`config.mk`:
```
export PLATFORM = sky130hd
export DESIGN_NAME = dac_sequencer
export DESIGN_NICKNAME = d
export VERILOG_FILES = /design/src/rtl/dac_sequencer.sv
export SDC_FILE = /design/constraint.sdc
export NUM_CORES = 1
export LEC_CHECK = 0
export ABC_AREA = 1
export ABC_CLOCK_PERIOD_IN_PS = 3950
export CAP_MARGIN = 10
export CORE_UTILIZATION = 40
export DETAILED_ROUTE_END_ITERATION = 6
export GPL_ROUTABILITY_DRIVEN = 0
export HOLD_SLACK_MARGIN = 0.08
export PLACE_DENSITY = 0.6
export SYNTH_ARGS = -nofsm -noshare
export SYNTH_HDL_FRONTEND = slang
export SYNTH_SLANG_ARGS = --single-unit
```
`constraint.sdc`:
```
create_clock -name clk -period 3.95 [get_ports clk]
set_clock_uncertainty 0.05 [all_clocks]
set_input_delay 0.79 -clock clk [delete_from_list [all_inputs] [get_ports clk]]
set_output_delay 0.79 -clock clk [all_outputs]
set_load 0.03 [all_outputs]
```
`src/rtl/dac_sequencer.sv`:
```
// DAC update sequencer: paces WIDTH-bit codes to the DAC at a programmable
// rate, sourced either from a small streaming FIFO or an internal ramp.
module dac_sequencer #(
    parameter int WIDTH = 10,
    parameter int DEPTH = 4,
    parameter int DIV_W = 16
) (
    input  logic                   clk,
    input  logic                   rst,
    input  logic                   enable,
    input  logic                   mode,
    input  logic [DIV_W-1:0]       div,
    input  logic [WIDTH-1:0]       ramp_step,
    input  logic                   in_valid,
    input  logic [WIDTH-1:0]       in_data,
    output logic                   in_ready,
    input  logic                   clr_underflow,
    output logic [WIDTH-1:0]       dac_code,
    output logic                   update,
    output logic                   underflow,
    output logic                   busy,
    output logic [$clog2(DEPTH):0] fifo_level
);
    localparam int PTR_W = $clog2(DEPTH);
    localparam int LVL_W = PTR_W + 1;
    localparam logic [LVL_W-1:0] FULL_LVL = LVL_W'(DEPTH);

    typedef enum logic [0:0] {
        IDLE = 1'b0,
        RUN  = 1'b1
    } state_t;

    state_t             state_q, state_d;
    logic [DIV_W-1:0]   count_q, count_d;
    logic [WIDTH-1:0]   dac_code_q, dac_code_d;
    logic               update_q, update_d;
    logic               underflow_q, underflow_d;
    logic [LVL_W-1:0]   level_q, level_d;
    logic [PTR_W-1:0]   wr_ptr_q, wr_ptr_d;
    logic [PTR_W-1:0]   rd_ptr_q, rd_ptr_d;
    logic [WIDTH-1:0]   mem_q [DEPTH];

    logic               tick_s;
    logic               push_s;
    logic               pop_s;
    logic               fifo_empty_s;

    assign in_ready     = (level_q < FULL_LVL);
    assign fifo_empty_s = (level_q == {LVL_W{1'b0}});
    assign push_s       = in_valid && in_ready;
    // Pop decision uses the pre-push level, so a same-cycle push never bypasses.
    assign pop_s        = tick_s && !mode && !fifo_empty_s;

    assign dac_code   = dac_code_q;
    assign update     = update_q;
    assign underflow  = underflow_q;
    assign busy       = (state_q == RUN);
    assign fifo_level = level_q;

    // Next-state logic: IDLE/RUN sequencing and the update-rate divider.
    always_comb begin
        state_d = state_q;
        count_d = count_q;
        tick_s  = 1'b0;
        case (state_q)
            IDLE: begin
                if (enable) begin
                    state_d = RUN;
                    count_d = {DIV_W{1'b0}};
                end else begin
                    state_d = IDLE;
                end
            end
            RUN: begin
                if (!enable) begin
                    state_d = IDLE;
                end else if (count_q == div) begin
                    tick_s  = 1'b1;
                    count_d = {DIV_W{1'b0}};
                end else begin
                    // Natural wrap at 2^DIV_W-1 when div was lowered below count.
                    count_d = count_q + DIV_W'(1);
                end
            end
            default: begin
                state_d = IDLE;
                count_d = {DIV_W{1'b0}};
            end
        endcase
    end

    // Output code, update pulse and sticky underflow; a set beats a clear.
    always_comb begin
        dac_code_d = dac_code_q;
        update_d   = 1'b0;
        if (clr_underflow) begin
            underflow_d = 1'b0;
        end else begin
            underflow_d = underflow_q;
        end
        if (tick_s) begin
            if (mode) begin
                dac_code_d = dac_code_q + ramp_step;
                update_d   = 1'b1;
            end else if (fifo_empty_s) begin
                underflow_d = 1'b1;
            end else begin
                dac_code_d = mem_q[rd_ptr_q];
                update_d   = 1'b1;
            end
        end else begin
            update_d = 1'b0;
        end
    end

    // FIFO pointer and occupancy bookkeeping.
    always_comb begin
        if (push_s) begin
            wr_ptr_d = wr_ptr_q + PTR_W'(1);
        end else begin
            wr_ptr_d = wr_ptr_q;
        end
        if (pop_s) begin
            rd_ptr_d = rd_ptr_q + PTR_W'(1);
        end else begin
            rd_ptr_d = rd_ptr_q;
        end
        case ({push_s, pop_s})
            2'b10:   level_d = level_q + LVL_W'(1);
            2'b01:   level_d = level_q - LVL_W'(1);
            default: level_d = level_q;
        endcase
    end

    // Control and output registers with synchronous reset.
    always_ff @(posedge clk) begin
        if (rst) begin
            state_q     <= IDLE;
            count_q     <= {DIV_W{1'b0}};
            dac_code_q  <= {WIDTH{1'b0}};
            update_q    <= 1'b0;
            underflow_q <= 1'b0;
            level_q     <= {LVL_W{1'b0}};
            wr_ptr_q    <= {PTR_W{1'b0}};
            rd_ptr_q    <= {PTR_W{1'b0}};
        end else begin
            state_q     <= state_d;
            count_q     <= count_d;
            dac_code_q  <= dac_code_d;
            update_q    <= update_d;
            underflow_q <= underflow_d;
            level_q     <= level_d;
            wr_ptr_q    <= wr_ptr_d;
            rd_ptr_q    <= rd_ptr_d;
        end
    end

    // FIFO storage; contents need no reset because the pointers gate validity.
    always_ff @(posedge clk) begin
        if (push_s) begin
            mem_q[wr_ptr_q] <= in_data;
        end
    end
endmodule

```
Yosys cells after proc, flatten, opt, wreduce, memory -nomap -nowiden. Memory sizes are Yosys's and may differ from the RTL's. A register that Yosys moved wholly into a read port is not among the register bits. Cells that the tools add are included. Widths: inputs -> output; s select.

$add $sub $neg: 6. Magnitude comparators: 1. Equal/unequal tests: 6. Mux-type cells: 21. Bitwise operators: 2. Reductions and logical operators: 10.

Operators by type and width (number): $mux 16 (3); $pmux 16 s2 (1); $mux 10 (2); $add 16x1->16 const B (1); $eq 16x16->1 (1); $mux 1 (12); $add 10x10->10 (1); $ne 2x2->1 const B (3); $pmux 3 s2 (1); $add 2x1->2 const B (2); $mux 2 (2); $reduce_and 2->1 (2); $add 3x1->3 const B (1); $logic_and 1x1->1 (3); $logic_not 3->1 (1); $lt 3x3->1 const B (1); $sub 3x1->3 const B (1); $eq 2x1->1 const B (1); $eq 2x2->1 const B (1); $logic_not 1->1 (2); $not 1->1 (2); $reduce_bool 2->1 (1); $reduce_or 2->1 (1).

Register bits after elaboration: 36. Memory bits (writable): 40. Output and inout bits: 17. Memories: 1.

Memory list: mem_q (depth 4, width 10, rd ports 1, clocked after Yosys merged registers in 1, write ports 1, RTL line 41) `logic [WIDTH-1:0] mem_q [DEPTH];`.

Logic depth before layout (Yosys ltp). Gate-level depths: netlist of run 1.

Depth in word-level cells: 8. Depth in mapped cells: 15. Gate-level depth less buffers: 15.

Worst setup path after synthesis of run 1. Ideal clock, no wire load.

Path kind: input-to-reg. Start: input enable. End: register level_q[2], in the netlist fifo_level[2]. Data arrival time: 2.506 ns. Data required time: 3.767 ns. Slack: 1.261 ns. Stages: 12. Buffers on the path: 1. Path through: buf_2 > nand2_1 > inv_1 > nand3_2 > nor3_2 > ha_1 > inv_1 > fa_1 > a21oi_1 > o21ai_0 > o21ai_0 > a21oi_1.

Longest elaborated chain between the ends: 6. Elaborated cells between the ends (all ways): 8. Classes of those cells: 2 x eq/ne; 3 x mux; 3 x reduce/logical.

Ends and longest elaborated chain: from (decl) (RTL line 10) `input logic enable,`; $mux 1 * (RTL line 75) `if (!enable) begin`; $mux 1 * (RTL line 65) `case (state_q)`; $logic_and 1x1->1 * (2 in a row) (RTL line 52) `assign pop_s = tick_s && !mode && !fifo_empty_s;`; net pop_s (RTL line 45) `logic pop_s;`; $eq 2x1->1 / $eq 2x2->1 (equally long branches) (RTL line 128) `case ({push_s, pop_s})`; $pmux 3 s2 / $reduce_bool 2->1 (equally long branches); to (signal assigned) (RTL line 143) `level_q <= {LVL_W{1'b0}};`; to (signal assigned) (RTL line 152) `level_q <= level_d;`; to (decl) (RTL line 38) `logic [LVL_W-1:0] level_q, level_d;`.

Mark *: on every way through the listed nets, which the timed path passes. The rest lies on a longest branch. A chain may end at the register's enable or synchronous reset.

Worst setup path in the final report of run 1.
Start: input div[10]. End: register level_q[2], in the netlist fifo_level[2].

Longest elaborated chain between the ends: 8. Elaborated cells between the ends (all ways): 10. Classes of those cells: 3 x eq/ne; 4 x mux; 3 x reduce/logical.

Ends and longest elaborated chain: from (decl) (RTL line 12) `input logic [DIV_W-1:0] div,`; $eq 16x16->1 * (RTL line 77) `end else if (count_q == div) begin`; $mux 1 * (RTL line 77); $mux 1 * (RTL line 75); $mux 1 * (RTL line 65); $logic_and 1x1->1 * (2 in a row) (RTL line 52); net pop_s (RTL line 45); $eq 2x1->1 / $eq 2x2->1 (equally long branches) (RTL line 128); $pmux 3 s2 / $reduce_bool 2->1 (equally long branches).

Marks and branches as above.

==> results of run 1 <==
==> per-stage QoR <==
step                      total power [mW]  instances  setup WS (ns)   util  hold WS, ns
after floorplan                      0.981        512           1.26      -        0.426
final                                 1.76        713          0.897  0.513        0.418
after global routing                  1.83        713          0.703  0.513        0.437
after global placement                1.06        697          0.589  0.489        0.411
after detailed placement              1.06        697          0.545  0.489        0.413
after CTS                             1.78        713          0.914  0.513        0.425
==> layout make-up <==
type | instances | area share
Clock buffer | 10 | 0.0253
Clock inverter | 6 | 0.0218
Inverter | 69 | 0.0514
Multi-Input combinational cell | 353 | 0.355
Sequential cell | 78 | 0.389
Tap cell | 133 | 0.0330
Timing Repair Buffer | 64 | 0.124
==> cells by family (layout without fill, tap and decap cells) <==
logic type	count (synthesis)	count (layout)	share of synthesized area
flip-flops	78	78	0.483
buffers and inverters	81	149	0.0758
XOR/XNOR	4	4	0.00863
AO/OA/AOI/OAI	75	75	0.0989
AND/OR/NAND/NOR	257	257	0.277
adder cells (fa/ha/maj)	17	17	0.0561
==> power breakdown <==
| group | leakage, nW | total (mW) | switching, mW | internal [mW] |
|---|---|---|---|---|
| logic | 1.28 | 0.162 | 0.0890 | 0.0726 |
| clock network | 0.114 | 0.721 | 0.302 | 0.420 |
| registers | 0.675 | 0.882 | 0.00774 | 0.874 |
==> sequential cells by signal (all words and copies together) (netlist names), named ones only <==
| register | flops |
|---|---|
| mem_q | 40 |
| count_q | 16 |
| dac_code | 10 |
| fifo_level | 3 |
| rd_ptr_q | 2 |
| wr_ptr_q | 2 |
| busy | 1 |
| underflow | 1 |
| update | 1 |
==> cells in the final DEF, fill, tap and decap left out, types with 3 or more instances in the layout <==
cell type        instances
buf_4                    6
xnor2_1                  3
inv_1                   57
nor3_1                  12
nor2_4                   4
ha_1                    15
bufinv_16                3
inv_2                   12
a21oi_1                 28
o21ai_0                 27
edfxtp_1                40
dfxtp_1                 38
nand2_1                130
o22ai_1                  4
o21bai_1                 3
clkdlybuf4s50_1         58
o21ai_1                  7
nand4_1                  5
a31oi_1                  4
nor2_1                  68
clkbuf_8                 9
nand3_1                 26
==> routing by layer <==
metal,share of wire,vias up,GRT usage
li1,-,1796,-
met1,0.48,1509,0.247
met2,0.48,51,0.322
met3,0.031,7,0.0258
met4,0.011,0,0.0553
met5,0,-,0
==> final timing paths <==
path | to | depth (start not counted) | startpoint | slack [ns]
worst min-delay path | underflow | 2 | underflow | 0.42
worst min register to register | underflow | 2 | underflow | 0.42
worst max register to register | fifo_level[2] | 15 | count_q[11] | 1.39
worst max-delay path | fifo_level[2] | 16 | div[10] | 0.90
==> tightest hold or removal path, stage by stage (launching register included) <==
cell and delay [ns]:
dfxtp_1 0.32, nand2_1 0.06, a21oi_1 0.05
==> run_results.csv, run 1 <==
group,metric,value,unit
run_status,status,"completed",
yosys,netlist_instances,512,
clocking,root_buffer,"clkbuf_8",
global_route,grt_pass1_vias,3183,
global_route,overflow,0,
sta,max_freq,328,MHz
critical_path,critPathMaxFanout,3,
power,p_leak,2.07,nW
clocking,cts_buffers,9,
drt,wl,9120,µm
critical_path,cp.arrival,3.23,ns
global_route,grt_pass1_wl,15100,µm
critical_path,cp-start-kind,"input port",
layout,diodes,0,
yosys,syn_avg_cell_area,7.93,µm²
floorplan,coreArea,0.00982,mm²
drt,drcViolationCount,0,
layout,drive_above_1_share,0.0759,
floorplan,pin_count,59,
layout,nFillCells,968,
clocking,clkTransAtPathRegs,0.09,ns
critical_path,cp_top_family,"simple AND/OR/NAND/NOR gates",
critical_path,worst_path_max_delay_cell,"clkdlybuf4s50_1",
yosys,synth_edf_count,40,
drt,vias,3363,
yosys,yosysWarnings,0,
clocking,clk_latency,0.34,ns
drt,wl_per_cell,12.8,µm
layout,fin_area,0.00504,mm²
sta,maxSlewViolCount,0,
floorplan,num_rows,36,
clocking,clock_tree.buffer_depth,2,
job,drv_cap,0,
yosys,synthTopCellsByCount,"130 x nand2_1, 68 x nor2_1, 57 x inv_1, 40 x edfxtp_1, 38 x dfxtp_1",
global_route,antenna_found_initial,0,
placed_design,portBuffers,58,
floorplan,initial_utilization,0.413,
power,powerDensity,350,mW/mm²
hold_path,worstHoldPathType,"reg -> reg",
layout,synthToLayoutAreaGrowth,24.2,%
sta,finalSetupViolCount,0,
sta,fin_setup_tns,0,ns
sta,hold_viol_final,0,
yosys,ys_seq_elements,78,
yosys,yosys-top-cells-area,"edfxtp_1 30%, dfxtp_1 19%, nand2_1 12%",
global_route,grt_start_max_net_pins,22,
drt,viasPerCell,4.72,
yosys,synth_cell_types,33,
floorplan,die_w,103,µm
critical_path,critPathKind,"in -> reg",
clocking,cts_hold_buf,0,
yosys,synth-main-ff-cell,"edfxtp_1",
placed_design,post_dp_cell_area,0.00480,mm²
clocking,cts_tree,"built",
critical_path,path_cells,"clkdlybuf4s50_1 -> inv_1 -> nand2_1 -> nand2_1 -> nor2_1 -> nand2_1 -> nor2_4 -> nand3_2 -> nor3_2 -> ha_1 -> inv_1 -> fa_1 -> a21oi_1 -> o21ai_0 -> o21ai_0 -> a21oi_1",
yosys,synth.most_common_cell,"nand2_1",
floorplan,dieHeight,103,µm
critical_path,critPathMaxStageDelay,0.49,ns
layout,regArea,0.00196,mm²
sta,tightest_slew,0.722,ns
yosys,syn_area,0.00406,mm²
clocking,htree_num_levels,3,
drt,antenna_left,0,
sta,rsz0062_at_grt,"no",
layout,multi_input_area,0.00179,mm²
critical_path,worst-path-buf-inv,3,
drt,first_iter_violations,121,
layout,num-nets-final,634,
placed_design,dp_hpwl,6690,µm
critical_path,cp.required,4.13,ns
floorplan,dieArea,0.0106,mm²
global_route,gr-usage-all-layers,0.188,
yosys,synth_top_area_frac,0.296,
yosys,yosysTopAreaCell,"edfxtp_1",
sta,maxSlewHeadroom,0.518,
clocking,cts_resized,0,
sta,fin_crit,3.05,ns
sta,fin_crit_sh,0.773,
clocking,cts_setup_buffers,0,
critical_path,cp-end-kind,"flop",
yosys,async_reset_ff_frac,0,
power,ir_drop,218,µV
drt,dr.pass1.iters,4,
yosys,synth_seq_area_share,0.483,
clocking,cts.sinks,78,
critical_path,path_common_cell,"nand2_1",
yosys,syn_nets,571,
Note: power is estimated with default switching activity, not from simulation.
==> run 2, diff against run 1 <==
Settings changed: ABC_CLOCK_PERIOD_IN_PS 3950 to 3100.
Clock period 3.95 ns to 3.1 ns, I/O delays scaled along.
==> run_results.csv, run 2 (synthesized netlist as in run 1, its figures left out) <==
group,metric,value,unit
run_status,status,"completed",
power,powerDensity,417,mW/mm²
layout,final_cell_mix,"130 x nand2_1, 68 x nor2_1, 58 x clkdlybuf4s50_1",
sta,rsz0062_at_grt,"no",
critical_path,cp.required,3.28,ns
clocking,cts_resized,0,
sta,maxSlewViolCount,0,
clocking,cts.sinks,78,
clocking,cts_setup_buffers,0,
critical_path,r2r_end,"fifo_level[2]",
floorplan,pin_count,59,
placed_design,portBuffers,58,
critical_path,worstReg2RegStart,"count_q[11]",
sta,fin_crit_sh,0.924,
global_route,grt_pass1_vias,3251,
clocking,cts_hold_buf,0,
sta,finalSetupViolCount,0,
global_route,grt_start_max_net_pins,22,
sta,max_freq,349,MHz
floorplan,dieArea,0.0106,mm²
global_route,gr-usage-all-layers,0.187,
critical_path,reg2reg_setup_slack,0.58,ns
drt,drcViolationCount,0,
hold_path,hold_depth,2,
global_route,overflow,0,
layout,nFillCells,993,
drt,first_iter_violations,93,
sta,fin_crit,2.86,ns
layout,diodes,0,
layout,drive_above_1_share,0.0934,
sta,tightest_slew,0.596,ns
critical_path,critPathMaxFanout,2,
layout,largest_reg_flops,40,
drt,dr.pass1.iters,4,
clocking,clock_tree.buffer_depth,2,
floorplan,die_w,103,µm
layout,regArea,0.00196,mm²
drt,viasPerCell,4.87,
critical_path,reg2regPathDepth,15,
clocking,clkTransAtPathRegs,0.09,ns
sta,hold_viol_final,0,
power,p_leak,2.10,nW
critical_path,cp-start-kind,"input port",
placed_design,placed_cells,706,
clocking,htree_num_levels,3,
floorplan,initial_utilization,0.413,
clocking,clk_latency,0.35,ns
drt,antenna_left,0,
layout,final_util,0.516,
floorplan,num_rows,36,
floorplan,coreArea,0.00982,mm²
sta,holdWs,0.422,ns
sta,maxSlewHeadroom,0.602,
placed_design,dp_hpwl,6910,µm
global_route,grt_pass1_wl,15000,µm
clocking,cts_tree,"built",
drt,vias,3515,
clocking,cts_buffers,9,
hold_path,hp-start,"underflow",
floorplan,dieHeight,103,µm
hold_path,hold_end,"underflow",
critical_path,cp-end-kind,"flop",
critical_path,critPathKind,"in -> reg",
layout,multi_input_area,0.00179,mm²
power,ir_drop,306,µV
layout,final_common_cell,"nand2_1",
clocking,root_buffer,"clkbuf_8",
job,drv_cap,0,
drt,wl_per_cell,13.0,µm
layout,regMostFlops,"mem_q",
global_route,antenna_found_initial,0,
layout,fin_cells,722,
drt,wl,9380,µm
hold_path,worstHoldPathType,"reg -> reg",
layout,synthToLayoutAreaGrowth,24.9,%
critical_path,cp.arrival,3.05,ns
layout,num-nets-final,643,
[run 2: changes by cell type in the layout (fill, tap and decap cells not counted), sizes merged]
cell      previous run  this run
bufinv               3         1
clkinvlp             1         0
buf                  6        15
clkbuf              10         9
clkinv               2         6
[run 2: power by group]
part           total (mW)  internal, mW  leakage [nW]  switching [mW]
Clock               0.779         0.375         0.103           0.404
Combinational       0.213        0.0966          1.32           0.116
Sequential           1.12          1.11         0.675         0.00983
[run 2: worst max path at each step]
| stage | depth (start not counted) | startpoint | end | slack, ns |
|---|---|---|---|---|
| final | 16 | div[10] | fifo_level[2] | 0.24 |
| after global routing | 16 | div[10] | fifo_level[2] | 0.05 |
| after CTS | 16 | div[10] | fifo_level[2] | 0.23 |
| after detailed placement | 16 | div[10] | fifo_level[2] | -0.12 |
| after global placement | 16 | div[10] | fifo_level[2] | -0.09 |
| after floorplan | 12 | enable | fifo_level[2] | 0.58 |
[run 2: layout make-up]
| class | count | area share |
|---|---|---|
| clock inverter | 7 | 0.0148 |
| multi-input combinational | 353 | 0.353 |
| clock buffer | 9 | 0.0244 |
| timing repair buffer | 73 | 0.137 |
| inverter | 69 | 0.0511 |
| tap | 133 | 0.0328 |
| sequential | 78 | 0.387 |
[run 2: layer usage]
layer / share of wire / track usage
met1: 0.46 / 0.236
met2: 0.49 / 0.331
met3: 0.033 / 0.0278
met4: 0.011 / 0.0585
met5: 0 / 0
[run 2: critical path, stage by stage]
cell,delay (ns)
clkdlybuf4s50_1,0.50
inv_1,0.05
nand2_1,0.05
nand2_1,0.05
nor2_1,0.15
nand2_1,0.12
nor2_4,0.16
nand3_2,0.13
nor3_2,0.16
ha_1,0.17
inv_1,0.06
fa_1,0.37
a21oi_1,0.14
o21ai_0,0.11
o21ai_0,0.16
a21oi_1,0.05
[run 2: through the flow]
stage	setup slack (ns)	cell area [µm²]	TNS (ns)	power, mW
floorplan	0.581	4060	0	1.25
global placement	-0.0864	4870	-0.0864	1.36
detailed placement	-0.119	4870	-0.119	1.36
CTS	0.235	5070	0	2.12
global route	0.0545	5070	0	2.19
finish	0.235	5070	0	2.12
